## src/rtl/router_pkg.sv

```systemverilog
// Shared router definitions: byte/length widths, header field helpers and the
// drain-engine state encoding.
package router_pkg;

  localparam int DW     = 8;
  localparam int LEN_W  = 6;
  localparam int DLY_W  = 5;
  localparam int ADDR_W = 2;
  localparam int CNT_W  = LEN_W + 1;

  localparam logic [CNT_W-1:0] CNT_ONE = 7'd1;
  localparam logic [DLY_W-1:0] DLY_ONE = 5'd1;

  typedef enum logic [2:0] {
    ST_IDLE  = 3'd0,
    ST_DLY   = 3'd1,
    ST_HDR   = 3'd2,
    ST_HWAIT = 3'd3,
    ST_BODY  = 3'd4,
    ST_DONE  = 3'd5
  } rd_state_t;

  function automatic logic [LEN_W-1:0] hdr_len(input logic [DW-1:0] hdr);
    return hdr[7:2];
  endfunction

  function automatic logic [ADDR_W-1:0] hdr_addr(input logic [DW-1:0] hdr);
    return hdr[1:0];
  endfunction

  // Bytes still to come after the header: payload plus the parity byte.
  function automatic logic [CNT_W-1:0] hdr_cnt(input logic [DW-1:0] hdr);
    return {1'b0, hdr[7:2]} + CNT_ONE;
  endfunction

  function automatic logic par_zero(input logic [DW-1:0] acc);
    return (acc == 8'h00);
  endfunction

endpackage

```

## src/rtl/router_parity_acc.sv

```systemverilog
// Running XOR accumulator over a packet's bytes; shared by the source-side
// generator and the destination-side reader.
module router_parity_acc
  import router_pkg::*;
(
  input  logic          clk,
  input  logic          rst,
  input  logic          i_clr,
  input  logic          i_load,
  input  logic [DW-1:0] i_load_val,
  input  logic          i_xor_en,
  input  logic [DW-1:0] i_xor_val,
  output logic [DW-1:0] o_acc
);

  logic [DW-1:0] r_acc;

  // Clear beats load beats accumulate.
  always_ff @(posedge clk) begin
    if (!rst) begin
      r_acc <= 8'h00;
    end else if (i_clr) begin
      r_acc <= 8'h00;
    end else if (i_load) begin
      r_acc <= i_load_val;
    end else if (i_xor_en) begin
      r_acc <= r_acc ^ i_xor_val;
    end else begin
      r_acc <= r_acc;
    end
  end

  assign o_acc = r_acc;

endmodule

```

## src/rtl/router_pkt_reader.sv

```systemverilog
// Destination-side drain engine: pulls header, payload and parity out of one
// router output FIFO, streams the bytes and reports one result per packet.
module router_pkt_reader
  import router_pkg::*;
(
  input  logic              clk,
  input  logic              rst,
  input  logic              soft_rst,
  input  logic [DLY_W-1:0]  rd_delay,
  input  logic              fifo_empty,
  input  logic [DW-1:0]     fifo_dout,
  output logic              fifo_rd_en,
  output logic [DW-1:0]     byte_out,
  output logic              byte_valid,
  output logic              byte_last,
  output logic [ADDR_W-1:0] pkt_addr,
  output logic [LEN_W-1:0]  pkt_len,
  output logic              pkt_done,
  output logic              parity_err,
  output logic              len_err,
  output logic              pkt_abort,
  output logic              busy
);

  rd_state_t         r_state;
  logic [DLY_W-1:0]  r_dly_cnt;
  logic [CNT_W-1:0]  r_iss_cnt;
  logic [CNT_W-1:0]  r_rx_cnt;
  logic              r_rd_pend;
  logic [DW-1:0]     r_byte_out;
  logic              r_byte_valid;
  logic              r_byte_last;
  logic [ADDR_W-1:0] r_pkt_addr;
  logic [LEN_W-1:0]  r_pkt_len;
  logic              r_pkt_done;
  logic              r_parity_err;
  logic              r_len_err;
  logic              r_pkt_abort;

  logic              w_rd_req;
  logic              w_rd_acc;
  logic              w_abort;
  logic              w_acc_load;
  logic              w_acc_xor;
  logic [DW-1:0]     w_acc;

  // Read request from state/counters only; the empty flag and resets gate it below.
  always_comb begin
    w_rd_req = 1'b0;
    case (r_state)
      ST_HDR:  w_rd_req = 1'b1;
      ST_BODY: w_rd_req = (r_iss_cnt != 7'd0);
      default: w_rd_req = 1'b0;
    endcase
  end

  assign w_rd_acc   = w_rd_req && !fifo_empty && rst && !soft_rst;
  assign w_abort    = soft_rst && (r_state != ST_IDLE);
  assign w_acc_load = (r_state == ST_HWAIT) && r_rd_pend;
  assign w_acc_xor  = (r_state == ST_BODY) && r_rd_pend;

  router_parity_acc u_par (
    .clk        (clk),
    .rst        (rst),
    .i_clr      (soft_rst),
    .i_load     (w_acc_load),
    .i_load_val (fifo_dout),
    .i_xor_en   (w_acc_xor),
    .i_xor_val  (fifo_dout),
    .o_acc      (w_acc)
  );

  // Drain FSM with its counters and all registered outputs.
  always_ff @(posedge clk) begin
    if (!rst) begin
      r_state      <= ST_IDLE;
      r_dly_cnt    <= 5'd0;
      r_iss_cnt    <= 7'd0;
      r_rx_cnt     <= 7'd0;
      r_rd_pend    <= 1'b0;
      r_byte_out   <= 8'h00;
      r_byte_valid <= 1'b0;
      r_byte_last  <= 1'b0;
      r_pkt_addr   <= 2'd0;
      r_pkt_len    <= 6'd0;
      r_pkt_done   <= 1'b0;
      r_parity_err <= 1'b0;
      r_len_err    <= 1'b0;
      r_pkt_abort  <= 1'b0;
    end else if (soft_rst) begin
      // Any read still in flight is dropped; the FIFO is flushed in the same cycle.
      r_state      <= ST_IDLE;
      r_dly_cnt    <= 5'd0;
      r_iss_cnt    <= 7'd0;
      r_rx_cnt     <= 7'd0;
      r_rd_pend    <= 1'b0;
      r_byte_valid <= 1'b0;
      r_byte_last  <= 1'b0;
      r_pkt_done   <= 1'b0;
      r_pkt_abort  <= w_abort;
    end else begin
      r_rd_pend    <= w_rd_acc;
      r_byte_valid <= 1'b0;
      r_byte_last  <= 1'b0;
      r_pkt_done   <= 1'b0;
      r_pkt_abort  <= 1'b0;
      case (r_state)
        ST_IDLE: begin
          if (fifo_empty) begin
            r_state <= ST_IDLE;
          end else if (rd_delay == 5'd0) begin
            r_state <= ST_HDR;
          end else begin
            r_dly_cnt <= rd_delay;
            r_state   <= ST_DLY;
          end
        end
        ST_DLY: begin
          r_dly_cnt <= r_dly_cnt - DLY_ONE;
          if (r_dly_cnt <= DLY_ONE) begin
            r_state <= ST_HDR;
          end else begin
            r_state <= ST_DLY;
          end
        end
        ST_HDR: begin
          if (w_rd_acc) begin
            r_state <= ST_HWAIT;
          end else begin
            r_state <= ST_HDR;
          end
        end
        ST_HWAIT: begin
          if (r_rd_pend) begin
            r_pkt_len    <= hdr_len(fifo_dout);
            r_pkt_addr   <= hdr_addr(fifo_dout);
            r_iss_cnt    <= hdr_cnt(fifo_dout);
            r_rx_cnt     <= hdr_cnt(fifo_dout);
            r_byte_out   <= fifo_dout;
            r_byte_valid <= 1'b1;
            r_state      <= ST_BODY;
          end else begin
            r_state <= ST_HWAIT;
          end
        end
        ST_BODY: begin
          if (w_rd_acc) begin
            r_iss_cnt <= r_iss_cnt - CNT_ONE;
          end else begin
            r_iss_cnt <= r_iss_cnt;
          end
          if (r_rd_pend) begin
            r_byte_out   <= fifo_dout;
            r_byte_valid <= 1'b1;
            r_rx_cnt     <= r_rx_cnt - CNT_ONE;
            if (r_rx_cnt == CNT_ONE) begin
              r_byte_last <= 1'b1;
              r_state     <= ST_DONE;
            end else begin
              r_state <= ST_BODY;
            end
          end else begin
            r_state <= ST_BODY;
          end
        end
        ST_DONE: begin
          r_pkt_done   <= 1'b1;
          r_parity_err <= !par_zero(w_acc);
          r_len_err    <= (r_pkt_len == 6'd0);
          r_state      <= ST_IDLE;
        end
        default: r_state <= ST_IDLE;
      endcase
    end
  end

  assign fifo_rd_en = w_rd_acc;
  assign byte_out   = r_byte_out;
  assign byte_valid = r_byte_valid;
  assign byte_last  = r_byte_last;
  assign pkt_addr   = r_pkt_addr;
  assign pkt_len    = r_pkt_len;
  assign pkt_done   = r_pkt_done;
  assign parity_err = r_parity_err;
  assign len_err    = r_len_err;
  assign pkt_abort  = r_pkt_abort;
  assign busy       = (r_state != ST_IDLE);

endmodule

```

## config.mk

```make
export PLATFORM = sky130hd
export DESIGN_NAME = router_pkt_reader
export DESIGN_NICKNAME = d
export VERILOG_FILES = /design/src/rtl/router_pkg.sv /design/src/rtl/router_parity_acc.sv /design/src/rtl/router_pkt_reader.sv
export SDC_FILE = /design/constraint.sdc
export NUM_CORES = 1
export LEC_CHECK = 0
export CORE_ASPECT_RATIO = 0.6
export CORE_MARGIN = 10
export CORE_UTILIZATION = 57
export DETAILED_ROUTE_END_ITERATION = 8
export DONT_BUFFER_PORTS = 1
export PLACE_DENSITY = 0.75
export REMOVE_ABC_BUFFERS = 1
export SYNTH_ARGS = -nofsm -noshare
export SYNTH_HDL_FRONTEND = slang
export SYNTH_SLANG_ARGS = --single-unit
```

## constraint.sdc

```tcl
create_clock -name clk -period 2 [get_ports clk]
set_clock_uncertainty 0.1 [all_clocks]
set_input_delay 0.3 -clock clk [delete_from_list [all_inputs] [get_ports clk]]
set_output_delay 0.3 -clock clk [all_outputs]
set_load 0.005 [all_outputs]
```

-- After elaboration in Yosys (flattened, before gate mapping)
Index checks and enable logic that the tools add are counted.
- bitwise gates (word level): 6
- muxes and demuxes: 22
- order comparisons: 1
- reductions and logical operators: 29
- equality and inequality tests: 11
- add/sub/neg operators: 4
- operators by type and width (kind ; number):
    $pmux 7 s2 ; 2
    $mux 7 ; 3
    $mux 8 ; 2
    $pmux 3 s5 ; 1
    $reduce_and 3->1 ; 5
    $sub 7x1->7 const B ; 2
    $mux 5 ; 2
    $ne 2x2->1 const B ; 5
    $pmux 5 s2 ; 1
    $logic_not 8->1 ; 1
    $xor 8x8->8 ; 1
    $add 6x1->7 const B ; 1
    $eq 7x1->1 const B ; 1
    $reduce_bool 7->1 ; 1
    $eq 3x2->1 const B ; 2
    $eq 3x3->1 const B ; 2
    $logic_and 1x1->1 ; 6
    $logic_not 6->1 ; 1
    $mux 2 ; 3
    $mux 3 ; 2
    $reduce_bool 2->1 ; 3
    $le 5x1->1 const B ; 1
    $logic_not 5->1 ; 1
    $mux 1 ; 5
    11 further kinds ; 19
- output and inout bits: 24
- logic and storage cells: 88
- input port bits: 17
- bits in registers: 53

-- Depth between registers and ports, before layout
- depth in word-level cells: 7
- gate-level depth with buffers: 7
- mapped depth without buffers: 7

-- Hierarchy
A second synthesis with hierarchy kept.
- cell total of the unflattened synthesis: 334
- area, all modules: 2815.2 µm²
- by module, submodules not included (module ; cells an instance ; area an instance (µm²) ; times used ; seq. area each (µm²)):
    router_pkt_reader ; 289 ; 2371.0 ; 1 ; 900.9
    router_parity_acc ; 45 ; 444.2 ; 1 ; 160.2

-- Least setup slack after synthesis
Ideal clock, no wire load.
- path kind: register -> register
- from: reg r_iss_cnt[0]
- to: reg r_iss_cnt[4]
- clock period less this slack: 1.932 ns
- cell stages (with the launch flop): 8
- data required time: 1.769 ns
- buffers on the path: 0
- arrival time: 1.700 ns
- setup slack: 0.068 ns
- setup time: 0.131 ns
- path through: dfxtp_1 inv_1 ha_1 or3b_4 o311a_4 or2_4 o21ai_1 o22ai_1
- cells in the longest elaborated chain, start to end: 7
- elaborated cells on any way between the ends: 10
- classes of those cells: add/sub: 1; eq/ne: 1; mux: 3; reduce/logical: 5
- RTL lines (what ; line ; text):
    from (decl) ; router_pkt_reader.sv:27 ; logic [CNT_W-1:0] r_iss_cnt;
    from (signal assigned) ; router_pkt_reader.sv:137 ; r_iss_cnt <= hdr_cnt(fifo_dout);
    from (signal assigned) ; router_pkt_reader.sv:148 ; r_iss_cnt <= r_iss_cnt - CNT_ONE;
    from (signal assigned) ; router_pkt_reader.sv:150 ; r_iss_cnt <= r_iss_cnt;
    branches (longest 7 deep; another with $sub 7x1->7) ; n/a ;
Parallel ways; which one is timed is not known. The select of a mux whose other input is x is not followed.
A chain may end at the register's enable or synchronous reset.

-- Final worst setup path
- from: reg r_iss_cnt[1]
- to: out fifo_rd_en
- cells in the longest elaborated chain, start to end: 5
- RTL lines (what ; line ; text):
    $reduce_bool 7->1 ; router_pkt_reader.sv:52 ; ST_BODY: w_rd_req = (r_iss_cnt != 7'd0);
    $pmux 1 s2 ; router_pkt_reader.sv:50 ; case (r_state)
    $logic_and 1x1->1 (3 in series) ; router_pkt_reader.sv:57 ; assign w_rd_acc = w_rd_req && !fifo_empty && rst && !soft_rst;
    to (decl) ; router_pkt_reader.sv:12 ; output logic fifo_rd_en,
No other way between the ends.

==> results.txt <==
Outcome = complete, but fails checks
Violated checks = setup timing
Mux share of post-synthesis cell area = 0.00374
CTS Buf Count = 5
Slew HR = 0.643
Simple-Gate Fraction of Synth Area = 0.262
Finish-stage setup viols = 1
Initial core utilization = 0.587
Unrepaired setup endpoints after global routing = true
Mapped Area = 2680 sq um
Pre-Repair DR Iteration Count = 5
XOR/XNOR Fraction of Synth Area = 0.0360
Starting DRC count in detailed routing = 223
Register area share after synthesis = 0.396
Grt met1 use = 0.238
Die W = 109 um
Max Transition Viols Final = 0
Die Area = 7930 sq um
Clock sinks = 53
Number of synthesized register bits = 53
Max_cap viols = 0
Final WS setup = -0.0684 ns
Mean post-synth cell area = 8.02 sq um
Startpoint Class = register
Cell area power density = 650 nW/um^2
First-pass GRT wire length = 11200 um
Commonest cells in the netlist = dfxtp_1, nand2_1, o21ai_0, nor2_1, a21boi_0
CP Max Fanout = 2
Cells after Synth = 334
# IOs = 41
Largest net degree at the start of global routing = 25
CTS tree = done
Slowest cell on crit path = or3b_4
Clock root buffer master = clkbuf_8
Buf/Inv on CP = 2
Crit-path max cell delay = 0.38 ns
Peak VDD IR = 493 uV
Grt ovf = 0
Compound-Gate Fraction of Synth Area = 0.230
Slew @ Worst Pin = 0.531 ns
Crit end category = output port
DRT antenna net count = 0
Leakage = 0.978 nW
PortBufs = 0
Cell Chain, Critical Path = inv_2 -> ha_4 -> or3b_4 -> buf_6 -> o31ai_4 -> a21boi_2
Design area = 2970 sq um
Post-CTS Hold Buffers = 0
Worst-skew pair later-pin latency = 0.31 ns
Required time of the critical path = 1.60 ns
Final Hold Violating Endpoints = 0
Setup Total Neg Slack = -0.0684 ns
HP Class = in2reg
Fmax = 483 MHz
Num rows = 19
Yosys warning total = 0
H-tree depth = 2
Tot GR Track Use = 0.178
Largest family of logic cells by synthesized area = simple AND/OR/NAND/NOR gates
CP delay by family, top = simple AND/OR/NAND/NOR gates
Fraction of layout cells with a size suffix above 1 = 0.144
DRC = 0
Initial antenna violation count = 0
Post-DP Area = 2780 sq um
Worst-path clk slew = 0.09 ns
Count leader, synth = dfxtp_1
Fraction of registers with async set/reset = 0
WP data arrival = 1.67 ns
Clock buffer depth = 2
Yosys top cell by area = dfxtp_1
Core area = 4560 sq um
Detailed Route WL = 7030 um
Design Power = 1.93 mW
GRT met2 Usage = 0.251
Yosys top cell area share = 0.396
Synth top area cells = dfxtp_1, nand2_1, o21ai_0
Synth Area in Adders = 0.0280
Number of flops mapped to enable cells by yosys = 0
Crit Path Category = reg2out
Via density = 5.89
ANT cells = 0
Synth-to-Final Area Change = 10.9%
Grt peak-use layer = met2
Final period util = 1.03
Final Util = 0.651
Total number of vias = 2380
Most used DFF post-synth = dfxtp_1
Gpl congestion = 0.930
Dpl hpwl = 5030 um
Die Span Y = 73.1 um
Nets@finish = 363
Crit path time final = 2.07 ns
DR WL/cell = 17.4 um
Dpl ws = -0.0229 ns
Vias in the first global route = 2208
Netlist cell types = 56
Met3 usage = 0.0811
[report_power, final]
| group | internal [mW] | switching [mW] |
|---|---|---|
| Combinational | 0.0403 | 0.0607 |
| Clock | 0.408 | 0.352 |
| Sequential | 1.06 | 0.00986 |
[final timing paths]
check	cells past startpoint	to	startpoint	slack, ns
worst max-delay path	6	fifo_rd_en	r_iss_cnt[1]	-0.07
worst min-delay path	1	pkt_done	rst	0.02
worst max register to register	7	r_iss_cnt[1]	r_iss_cnt[1]	0.08
worst min register to register	2	r_iss_cnt[5]	r_iss_cnt[5]	0.39
[sequential cells by signal, indices dropped and copies added (netlist names)]
register and flops:
r_iss_cnt 7, r_state 3, byte_valid 1, pkt_addr 2
len_err 1, byte_out 8, r_rd_pend 1, parity_err 1
u_par.o_acc 8, r_dly_cnt 5, r_rx_cnt 7, byte_last 1
pkt_len 6, pkt_abort 1, pkt_done 1
[area by class of cell]
cell class                 count  area (sq um)
fill                         438          1590
multi-input combinational    253          1540
sequential                    53          1060
timing repair buffer          18           139
clock buffer                   7          86.3
tap                           63          78.8
inverter                       9          33.8
clock inverter                 1          30.0
[what timing repair did]
| action | CTS | global route |
|---|---|---|
| gates cloned | 0 | 0 |
| endpoints found under the hold margin | 0 | 0 |
| endpoints found under the setup margin | 5 | 7 |
| pin swaps | 3 | 4 |
| gates resized for setup | 10 | 7 |
| setup buffers | 4 | 0 |
[cells in the final DEF, fill, tap and decap left out, types with 3 or more instances in the layout]
master    Yosys  routed
a21oi_1      15      14
a21boi_0     17      16
a31oi_1       6       6
o21ai_0      36      33
nor4_1        4       4
nand3_1      10      10
nor3_1        7       7
o21ai_1       1       3
nor2b_1       3       3
nand2_1      51      51
clkbuf_8      0       6
dfxtp_1      53      52
buf_4         2      17
xnor2_1       9       9
nor2_1       34      33
or3_1         3       3
inv_1         9       7
or4_1         3       3
ha_1          6       5
[through the flow]
stage,hold slack [ns],cells
after floorplan,0.322,315
after global placement,0.325,392
after detailed placement,0.336,392
after CTS,0.00939,404
after global routing,0.00645,404
final,0.0152,404
[metal layers]
layer | vias to the layer above | wire, um
li1 | 1183 | -
met1 | 1070 | 3120
met2 | 119 | 2950
met3 | 8 | 900
met4 | 0 | 63
met5 | - | 0
[logic make-up after synthesis]
kind of cell	Yosys count
AOI/OAI and AO/OA	96
xor gates and xnor gates	11
adders and majority gates	6
buffers and inverters	28
DFF	53
muxes	1
and+or+nand+nor	139
(Power assumes the default switching activity.)
